### src/rtl/interleaver_44bit_tx.sv
// Transmit-side 4x11 block interleaver: gathers four codewords, then emits a
// 44-bit frame with out_data[4c+r] = codeword_r[c] over a valid/ready handshake.
module interleaver_44bit_tx (
  input  logic        clk,
  input  logic        rst,
  input  logic [10:0] cw_in,
  input  logic        cw_valid,
  output logic        cw_ready,
  input  logic        flush,
  output logic [43:0] out_data,
  output logic        out_valid,
  input  logic        out_ready
);

  logic [3:0][10:0] buf_q, buf_d;
  logic [1:0]       slot_q, slot_d;
  logic             coll_full_q, coll_full_d;
  logic [43:0]      out_data_q, out_data_d;
  logic             out_valid_q, out_valid_d;

  logic       out_free;
  logic       transfer;
  logic       accept;
  logic [1:0] wr_slot;
  logic [2:0] fill;
  logic       flush_take;

  function automatic logic [43:0] interleave(input logic [3:0][10:0] b);
    logic [43:0] o;
    o = '0;
    for (int r = 0; r < 4; r++)
      for (int c = 0; c < 11; c++)
        o[4*c + r] = b[r][c];
    return o;
  endfunction

  // Handshake terms; cw_ready deliberately looks through to out_ready so the
  // transfer cycle can also accept the first word of the next frame.
  assign out_free = !out_valid_q || out_ready;
  assign transfer = coll_full_q && out_free;
  assign cw_ready = !rst && (!coll_full_q || out_free);
  assign accept   = cw_valid && cw_ready;
  assign wr_slot  = transfer ? 2'd0 : slot_q;

  // Number of slots holding data once this cycle's accept (if any) lands.
  assign fill       = accept ? ({1'b0, wr_slot} + 3'd1) : {1'b0, slot_q};
  assign flush_take = flush && !coll_full_q && (fill != 3'd0) && (fill != 3'd4);

  // NOTE: combinational logic uses blocking assignments and assigns every
  // output a default first, so no path can leave a value held (no latch).
  always_comb begin
    buf_d       = buf_q;
    slot_d      = slot_q;
    coll_full_d = coll_full_q;
    out_data_d  = out_data_q;
    out_valid_d = out_valid_q;

    if (transfer) begin
      out_data_d  = interleave(buf_q);
      out_valid_d = 1'b1;
      coll_full_d = 1'b0;
      slot_d      = 2'd0;
    end else if (out_valid_q && out_ready) begin
      out_valid_d = 1'b0;
    end

    if (accept) begin
      buf_d[wr_slot] = cw_in;
      if (wr_slot == 2'd3) begin
        coll_full_d = 1'b1;
        slot_d      = 2'd0;
      end else begin
        slot_d = wr_slot + 2'd1;
      end
    end

    // Close a partial frame: every slot at or beyond the fill point is padded.
    if (flush_take) begin
      for (int i = 0; i < 4; i++)
        if (3'(i) >= fill) buf_d[i] = '0;
      coll_full_d = 1'b1;
      slot_d      = 2'd0;
    end
  end

  // NOTE: state registers use non-blocking assignments; the collect buffer is
  // reset along with the control state so no pre-reset codeword can ever leak.
  always_ff @(posedge clk) begin
    if (rst) begin
      buf_q       <= '0;
      slot_q      <= 2'd0;
      coll_full_q <= 1'b0;
      out_data_q  <= '0;
      out_valid_q <= 1'b0;
    end else begin
      buf_q       <= buf_d;
      slot_q      <= slot_d;
      coll_full_q <= coll_full_d;
      out_data_q  <= out_data_d;
      out_valid_q <= out_valid_d;
    end
  end

  assign out_data  = out_data_q;
  assign out_valid = out_valid_q;

endmodule

### config.mk
export PLATFORM = sky130hd
export DESIGN_NAME = interleaver_44bit_tx
export DESIGN_NICKNAME = d
export VERILOG_FILES = /design/src/rtl/interleaver_44bit_tx.sv
export SDC_FILE = /design/constraint.sdc
export NUM_CORES = 1
export LEC_CHECK = 0
export BUFFER_PORTS_ARGS = -buffer_cell sky130_fd_sc_hd__buf_2
export CAP_MARGIN = 40
export CORE_MARGIN = 2
export CORE_UTILIZATION = 38
export DETAILED_ROUTE_END_ITERATION = 16
export PLACE_DENSITY = 0.65
export SYNTH_ARGS = -nofsm -noshare
export SYNTH_HDL_FRONTEND = slang
export SYNTH_SLANG_ARGS = --single-unit
### constraint.sdc
create_clock -name clk -period 6.3 [get_ports clk]
set_clock_uncertainty 0.1 [all_clocks]
set_input_delay 0.315 -clock clk [delete_from_list [all_inputs] [get_ports clk]]
set_output_delay 0.315 -clock clk [all_outputs]
set_load 0.02 [all_outputs]
==> run metrics, run 1 <==
outcome completed; Layout Utilization 0.4595; number of port buffers 61; Yosys top cell by area dfxtp_1; Die ar. around 0.0097 mm²; Core ar. about 0.0087 mm²; worst slew pin tran roughly 0.92 ns; Final Cycle Share 0.4727; Max-Cap Viols 0; library cells used by synthesis 33; First DRT Iteration DRCs approximately 150; clock buffer count from CTS 9; clock insertion delay at the later pin of the skew report around 0.35 ns; Crit Path Max Fanout between 40 and 50; vias in the first global route 2721; Synth area leaders dfxtp_1 54%, nand2_1 13%, a21oi_1 10%; Starting Density 0.3916; Tmin final slightly below 3 ns; DP Wirelength roughly 5200 µm; Slew Viols, Final 0; largest net degree at the start of global routing between 60 and 70; Synth Warn # 0; routed vias/inst about 5.0; Final Hold Viols 0; # Post-CTS Setup Buffers 0; Filler cells ~900; global-route wire length before repair roughly 13000 µm; routed wire length approximately 8000 µm; Worst R2R Path Depth 11; HP Class in2reg; Max-slew headroom 0.3848; initial antenna violation count 0; Post-DRT Antenna Nets 0; setup slack after layout ~3.3 ns; reg2reg start out_valid; Clock Pin Slew Worst Setup and Hold Paths 0.09 ns; sequential area share after synthesis 0.5420; RR Endpoint buf_q[43]; hold_buf cts 0; Residual DRC 0; # IOs 62; unrepaired setup endpoints after global routing no; crit path DAT about 3.1 ns; Gate Count Post-Synth about 400; VDD IR-drop max 0.09329 mV; Leak roughly 0.0016 µW; Cells on Worst Hold Path 2; Post-Place Setup Slack around 3.2 ns; Setup violations, final 0; Die X slightly below 100 µm; Startpoint Class flip-flop; Placer Congestion 0.8296; CTS tree done; post-CTS sizing 0; Initial DRT Pass Iterations 4; cell row count 34; Worst Hold Launch cw_in[8]; Syn Nets 421; critical path type reg2reg; n_diodes 0; Synth Register Bits ~90; Vias between 2000 and 3000; clk root buf clkbuf_8; P per Cell Area ~280 mW/mm²; CTS sink cnt roughly 90; grt ovf 0; Area Overhead vs Synth 17.34%; fin nets 470; H-Tree Depth 3; Tot GR Track Use 0.1633; Setup TNS 0 ns; Worst setup EP type flip-flop; fraction of layout instances using a drive strength above 1 0.1846; Cell Area, Synth 0.003398 mm²; Tot Pwr 1113 µW; Required @ worst endpoint 6.45 ns; syn_area_per_cell approximately 8.5 µm²; Endpoint, Worst Hold buf_q[41]; clk buf depth 2; post-DR wirelength/cell approximately 14 µm; FF-to-FF setup slack 3.32 ns; achievable frequency 335.8 MHz; Die H about 99 µm; post-synth top area share 0.5420
==> metrics by stage <==
stage	hold WS [ns]	cells	area [µm²]
after floorplan	0.3312	401	3398
after global placement	0.3419	545	3744
after detailed placement	0.3455	547	3762
after CTS	0.1283	563	3988
after global routing	0.1316	563	3988
final	0.1352	563	3988
==> area by class of cell <==
cell class / count / area, µm² / share of cell area
inverter: 4 / 15.01 / 0.003765
tap: 108 / 135.1 / 0.03389
clock inverter: 5 / 83.83 / 0.02102
multi-input combinational: 277 / 1424 / 0.3571
clock buffer: 11 / 141.4 / 0.03546
timing repair buffer: 66 / 346.6 / 0.08692
sequential: 92 / 1842 / 0.4619
==> flip-flops by register name (all words and copies together) (netlist names) <==
register / flops
buf_q: 44
out_data: 44
slot_q: 2
coll_full_q: 1
out_valid: 1
==> metal layers <==
metal  vias up  track usage  wire (µm)
met5         -            0          0
met2        68       0.2653       3597
met1      1314       0.2100       3716
met3        13      0.03546        389
met4         0      0.07060        135
li1       1436            -          -
==> layout by cell type, fill, tap and decap left out, drive strengths merged, types with 2 or more instances in the layout <==
master,n
clkbuf,11
nor3,2
nor2,14
bufinv,2
mux2i,13
o21ai,3
and3,2
dfxtp,92
inv,5
nand2b,3
a31oi,2
clkinvlp,2
buf,66
a22o,11
nand2,117
and3b,2
a21oi,68
xor2,2
nand3,22
ha,4
==> synth_stat cells <==
library cell,count
buf_2,4
xor2_1,2
o2111ai_1,1
inv_1,4
o21ai_1,3
dfxtp_1,92
o31ai_2,1
and3_1,2
nand2_1,117
buf_6,1
nand3_1,22
or3_1,1
nor2b_1,1
and3b_1,2
nand3b_2,1
a31oi_1,2
o21a_1,1
o31a_1,1
and2_1,1
a22o_1,11
a21boi_1,1
and2b_1,1
nand2b_1,3
clkbuf_1,22
ha_1,4
mux2i_1,13
o211ai_1,1
a21oi_1,68
nor2_1,13
xnor2_1,1
nor3_1,2
nor2_2,1
buf_1,1
==> power breakdown <==
group          internal, µW  switching [µW]  leakage, µW  total (µW)
registers               588            5.30     0.000742         594
clock network           236             205     0.000106         441
logic                  22.2            55.6     0.000713        77.8
total                   847             266      0.00156        1110
==> worst max-delay path: stages (launching register included) <==
cell and delay, ns:
dfxtp_1 0.38, nand2b_1 0.10, nand2_1 0.07, buf_4 0.39
nand2_1 0.22, inv_1 0.13, ha_1 0.19, and3_1 0.55
or3_1 0.20, o31ai_2 0.12, buf_4 0.23, a22o_1 0.18
==> worst max path at each step <==
stage	start	end	slack, ns	depth (start not counted)
4_1_cts	out_valid	buf_q[43]	3.26	11
3_5_place_dp	out_ready	buf_q[42]	3.15	12
3_3_place_gp	out_ready	buf_q[42]	3.21	10
6_report	out_valid	buf_q[43]	3.32	11
5_1_grt	out_valid	buf_q[38]	3.07	11
2_1_floorplan	out_valid	buf_q[12]	4.07	9
==> cell families after synthesis <==
family / synth area share
adder cells (fa/ha/maj): 0.01473
AO/OA/AOI/OAI: 0.1521
flip-flops: 0.5420
buffers and inverters: 0.03903
AND/OR/NAND/NOR: 0.2062
multiplexers: 0.03829
XOR/XNOR: 0.007733
(Power assumes the default switching activity.)
==> run 2, diff against run 1 <==
==> constraint.sdc (replaced) <==
create_clock -name clk -period 2.8 [get_ports clk]
set_clock_uncertainty 0.1 [all_clocks]
set_input_delay 0.14 -clock clk [delete_from_list [all_inputs] [get_ports clk]]
set_output_delay 0.14 -clock clk [all_outputs]
set_load 0.02 [all_outputs]
==> run metrics, run 2 (synthesis gave the netlist of run 1 again) <==
Required @ worst endpoint ~3.0 ns; n_diodes 0; Initial DRT Pass Iterations 4; # IOs 62; Starting Density 0.3916; VDD IR-drop max about 0.24 mV; largest net degree at the start of global routing between 40 and 50; Core ar. ~0.0087 mm²; Worst setup EP type flip-flop; Die ar. ~0.0097 mm²; critical path type reg2reg; clock insertion delay at the later pin of the skew report ~0.36 ns; Vias between 2000 and 3000; Tot GR Track Use 0.1663; crit path DAT roughly 2.6 ns; Post-Place Setup Slack around 0.41 ns; P per Cell Area 613.1 mW/mm²; achievable frequency between 400 and 500 MHz; fraction of layout instances using a drive strength above 1 0.1872; Placer Congestion about 0.9; initial antenna violation count 0; commonest non-fill, non-tap cell in the layout nand2_1; Clock Pin Slew Worst Setup and Hold Paths 0.09 ns; DP Wirelength about 5300 µm; Filler cells 874; Residual DRC 0; Die H between 90 and 100 µm; Startpoint Class flip-flop; outcome completed; CTS sink cnt between 90 and 100; worst slew pin tran between 0.7 and 0.8 ns; unrepaired setup endpoints after global routing no; H-Tree Depth 3; routed wire length a little under 8000 µm; grt ovf 0; Max-Cap Viols 0; CTS tree done; clk buf depth 2; Slew Viols, Final 0; most frequent cells in the layout 117 x nand2_1, 92 x dfxtp_1, 68 x a21oi_1; fin nets 485; clk root buf clkbuf_8; Final Hold Viols 0; vias in the first global route around 2700; Post-DRT Antenna Nets 0; Leak ~0.0016 µW; Tmin final around 2.4 ns; routed vias/inst around 5; Crit Path Max Fanout 11; Area Overhead vs Synth 21.58%; hold_buf cts 12; First DRT Iteration DRCs approximately 140; Setup violations, final 0; global-route wire length before repair 13070 µm; post-CTS sizing 0; # Post-CTS Setup Buffers 0; number of port buffers slightly above 60; post-DR wirelength/cell between 10 and 15 µm; HP Class in2reg; clock buffer count from CTS 9; Setup TNS 0 ns; Die X 98.57 µm; Max-slew headroom 0.4810; cell row count 34; setup slack after layout ~0.38 ns; Final Cycle Share 0.8651; FF-to-FF setup slack 0.38 ns
run 2: cell types whose count changed in the layout (fill, tap and decap cells not counted):
cell           change
inv_6              +1
buf_4              +4
buf_6              -1
dlygate4sd3_1     +12
clkbuf_1           -1
run 2: final cells by class:
class	count	area, µm²	share of cell area
Sequential cell	92	1842	0.4458
Inverter	4	15.01	0.003634
Tap cell	108	135.1	0.03271
Clock inverter	6	92.59	0.02241
Clock buffer	10	137.6	0.03331
Multi-Input combinational cell	277	1424	0.3446
Timing Repair Buffer	81	485.5	0.1175
run 2: metrics by stage:
| step | util | hold slack (ns) | instances | cell area [µm²] | power (µW) |
|---|---|---|---|---|---|
| 4_1_cts | 0.4761 | 0.003615 | 578 | 4131 | 2553 |
| 6_report | 0.4761 | 0.002420 | 578 | 4131 | 2533 |
| 3_3_place_gp | 0.4357 | 0.2577 | 550 | 3781 | 1543 |
| 3_5_place_dp | 0.4357 | 0.2650 | 550 | 3781 | 1546 |
| 2_1_floorplan | - | 0.1726 | 401 | 3398 | 1485 |
| 5_1_grt | 0.4761 | 0.03376 | 578 | 4131 | 2633 |
run 2: worst paths after layout:
| kind | from | end | depth (start not counted) |
|---|---|---|---|
| setup / recovery | out_valid | buf_q[41] | 8 |
| hold / removal | out_ready | out_valid | 3 |
| setup reg to reg | out_valid | buf_q[41] | 8 |
| hold reg to reg | buf_q[22] | out_data[2] | 2 |
run 2: worst max-delay path: stages, from the launching register on:
cell	delay, ns
dfxtp_1	0.39
nand2b_1	0.10
nand2_1	0.11
nand2_1	0.14
ha_1	0.39
nor2_1	0.12
a31oi_1	0.12
o31ai_2	0.65
a22o_1	0.24
run 2: power breakdown:
group / internal (µW) / leakage, µW / switching (µW) / total, µW
combinational: 63.5 / 0.000777 / 128 / 192
clock: 533 / 0.000110 / 472 / 1010
sequential: 1320 / 0.000742 / 12.3 / 1340
total: 1920 / 0.00163 / 612 / 2530
run 2: routing by layer:
layer | global-route usage | routed length [µm] | vias up
met3 | 0.03546 | 376 | 9
met4 | 0.06006 | 121 | 0
met2 | 0.2585 | 3592 | 66
met1 | 0.2294 | 3832 | 1337
met5 | 0 | 0 | -
li1 | - | - | 1467
==> run 3, diff against run 2 <==
--- a/config.mk
+++ b/config.mk
@@ -10,7 +10,7 @@
 export CORE_MARGIN = 2
 export CORE_UTILIZATION = 38
 export DETAILED_ROUTE_END_ITERATION = 16
-export PLACE_DENSITY = 0.65
+export PLACE_DENSITY_LB_ADDON = 0.08
 export SYNTH_ARGS = -nofsm -noshare
 export SYNTH_HDL_FRONTEND = slang
 export SYNTH_SLANG_ARGS = --single-unit
==> constraint.sdc (replaced) <==
create_clock -name clk -period 2.25 [get_ports clk]
set_clock_uncertainty 0.1 [all_clocks]
set_input_delay 0.1125 -clock clk [delete_from_list [all_inputs] [get_ports clk]]
set_output_delay 0.1125 -clock clk [all_outputs]
set_load 0.02 [all_outputs]
==> run metrics, run 3 (synthesis gave the netlist of run 1 again) <==
VDD IR-drop max 0.2597 mV; Die ar. around 0.0097 mm²; fraction of layout instances using a drive strength above 1 0.2042; Residual DRC 0; clk buf depth 2; Psw 751.1 µW; Die H 98.57 µm; Final Cycle Share 0.9029; fin nets 496; FF-to-FF setup slack 0.22 ns; cell row count 34; global-route wire length before repair between 10000 and 15000 µm; DP Wirelength approximately 5300 µm; Max-slew headroom 0.6500; Initial DRT Pass Iterations 4; n_diodes 0; worst slew pin tran ~0.52 ns; Leak between 0.0015 and 0.002 µW; Tmin final 2.031 ns; grt ovf 0; routed wire length about 8300 µm; Max-Cap Viols 0; Pint ~2300 µW; CTS sink cnt 92; Post-DRT Antenna Nets 0; Core ar. 0.008678 mm²; crit path DAT roughly 2.2 ns; Cells on Worst Hold Path 3; routed vias/inst approximately 4.9; Vias about 2900; Slew Viols, Final 0; Startpoint Class flip-flop; Area Overhead vs Synth 23.23%; M3 GR Usage 0.04255; Clock Pin Slew Worst Setup and Hold Paths around 0.090 ns; most frequent cells in the layout 117 x nand2_1, 92 x dfxtp_1, 68 x a21oi_1; clock insertion delay at the later pin of the skew report ~0.35 ns; Placer Congestion 0.9138; Finished Layout Cells roughly 600; clock buffer count from CTS 9; initial antenna violation count 0; outcome completed; commonest non-fill, non-tap cell in the layout nand2_1; Setup violations, final 0; Worst R2R Path Depth 9; Final Hold Viols 0; P per Cell Area just over 700 mW/mm²; Setup TNS 0 ns; H-Tree Depth 3; achievable frequency just under 500 MHz; critical path type reg2reg; Flop pwr share 0.549; met1 usage 0.2389; Die X roughly 100 µm; grt met2 use 0.2695; number of port buffers between 60 and 70; Starting Density 0.3916; Required @ worst endpoint 2.40 ns; Crit Path Max Fanout 7; unrepaired setup endpoints after global routing no; clock share of power 0.360; largest net degree at the start of global routing 45; Worst setup EP type flip-flop; First DRT Iteration DRCs ~100; Comb power frac 0.091; global route hottest layer met2; post-DR wirelength/cell 14.13 µm; # IOs just over 60; CTS tree done; HP Class in2reg; Filler cells ~900; Tot GR Track Use 0.1752; # placed instances between 500 and 600; Tot Pwr around 3000 µW; sw frac 0.2490; clk root buf clkbuf_8; vias in the first global route around 2700
[run 3: cell count changes in the layout (fill, tap and decap cells not counted), sizes merged]
| cell | delta |
|---|---|
| buf | +11 |
| clkinvlp | -1 |
| inv | -1 |
| clkbuf | +3 |
| bufinv | -2 |
[run 3: through the flow]
step	utilization	setup slack [ns]	hold slack, ns	instance area, µm²
final	0.4826	0.2185	0.1538	4188
after global routing	0.4826	0.08405	0.1634	4188
after CTS	0.4808	0.08343	0.1510	4173
after detailed placement	0.4435	-0.1312	0.2982	3849
after global placement	0.4435	0.01170	0.2961	3849
after floorplan	-	0.01959	0.1451	3398
[run 3: critical path, stage by stage (launching register included)]
cell	delay [ns]
dfxtp_1	0.34
nand2b_1	0.09
nand2_1	0.12
nand2_1	0.11
ha_1	0.32
nor2_1	0.05
a31oi_1	0.31
o31ai_4	0.11
buf_4	0.18
a22o_1	0.18
[run 3: repair_timing]
action | 4_1_cts | 5_1_grt
pin swaps | 0 | 1
endpoints found under the setup margin | 11 | 11
hold endpoints to repair | 45 | 0
hold buffers | 12 | 0
resized for setup | 1 | 0
buffers inserted | 0 | 2
[run 3: area by class of cell]
cell class | instances | area [µm²] | share of cell area
inverters | 4 | 15.01 | 0.003585
multi-input cells | 277 | 1433 | 0.3421
flip-flops and latches | 92 | 1842 | 0.4398
well taps | 108 | 135.1 | 0.03227
repair buffers | 92 | 568.0 | 0.1356
clock inverters | 2 | 16.27 | 0.003884
clock buffers | 13 | 178.9 | 0.04272
[run 3: worst paths after layout]
| check | from | to |
|---|---|---|
| max | out_valid | buf_q[36] |
| max reg2reg | out_valid | buf_q[36] |
| min reg2reg | buf_q[20] | out_data[37] |
| min | rst | out_data[30] |
[run 3: power groups by stage]
| stage | sequential, µW | clock, µW | combinational, µW |
|---|---|---|---|
| CTS | 1660 | 1120 | 269 |
| floorplan | 1700 | 0 | 150 |
| finish | 1660 | 1090 | 273 |
| global placement | 1700 | 0 | 249 |
| detailed placement | 1700 | 0 | 249 |
| global route | 1660 | 1190 | 301 |
[run 3: layer usage]
metal	part of all wire	vias to the layer above
met2	0.45	64
met4	0.012	0
li1	-	1484
met1	0.48	1329
met3	0.056	9
met5	0	-
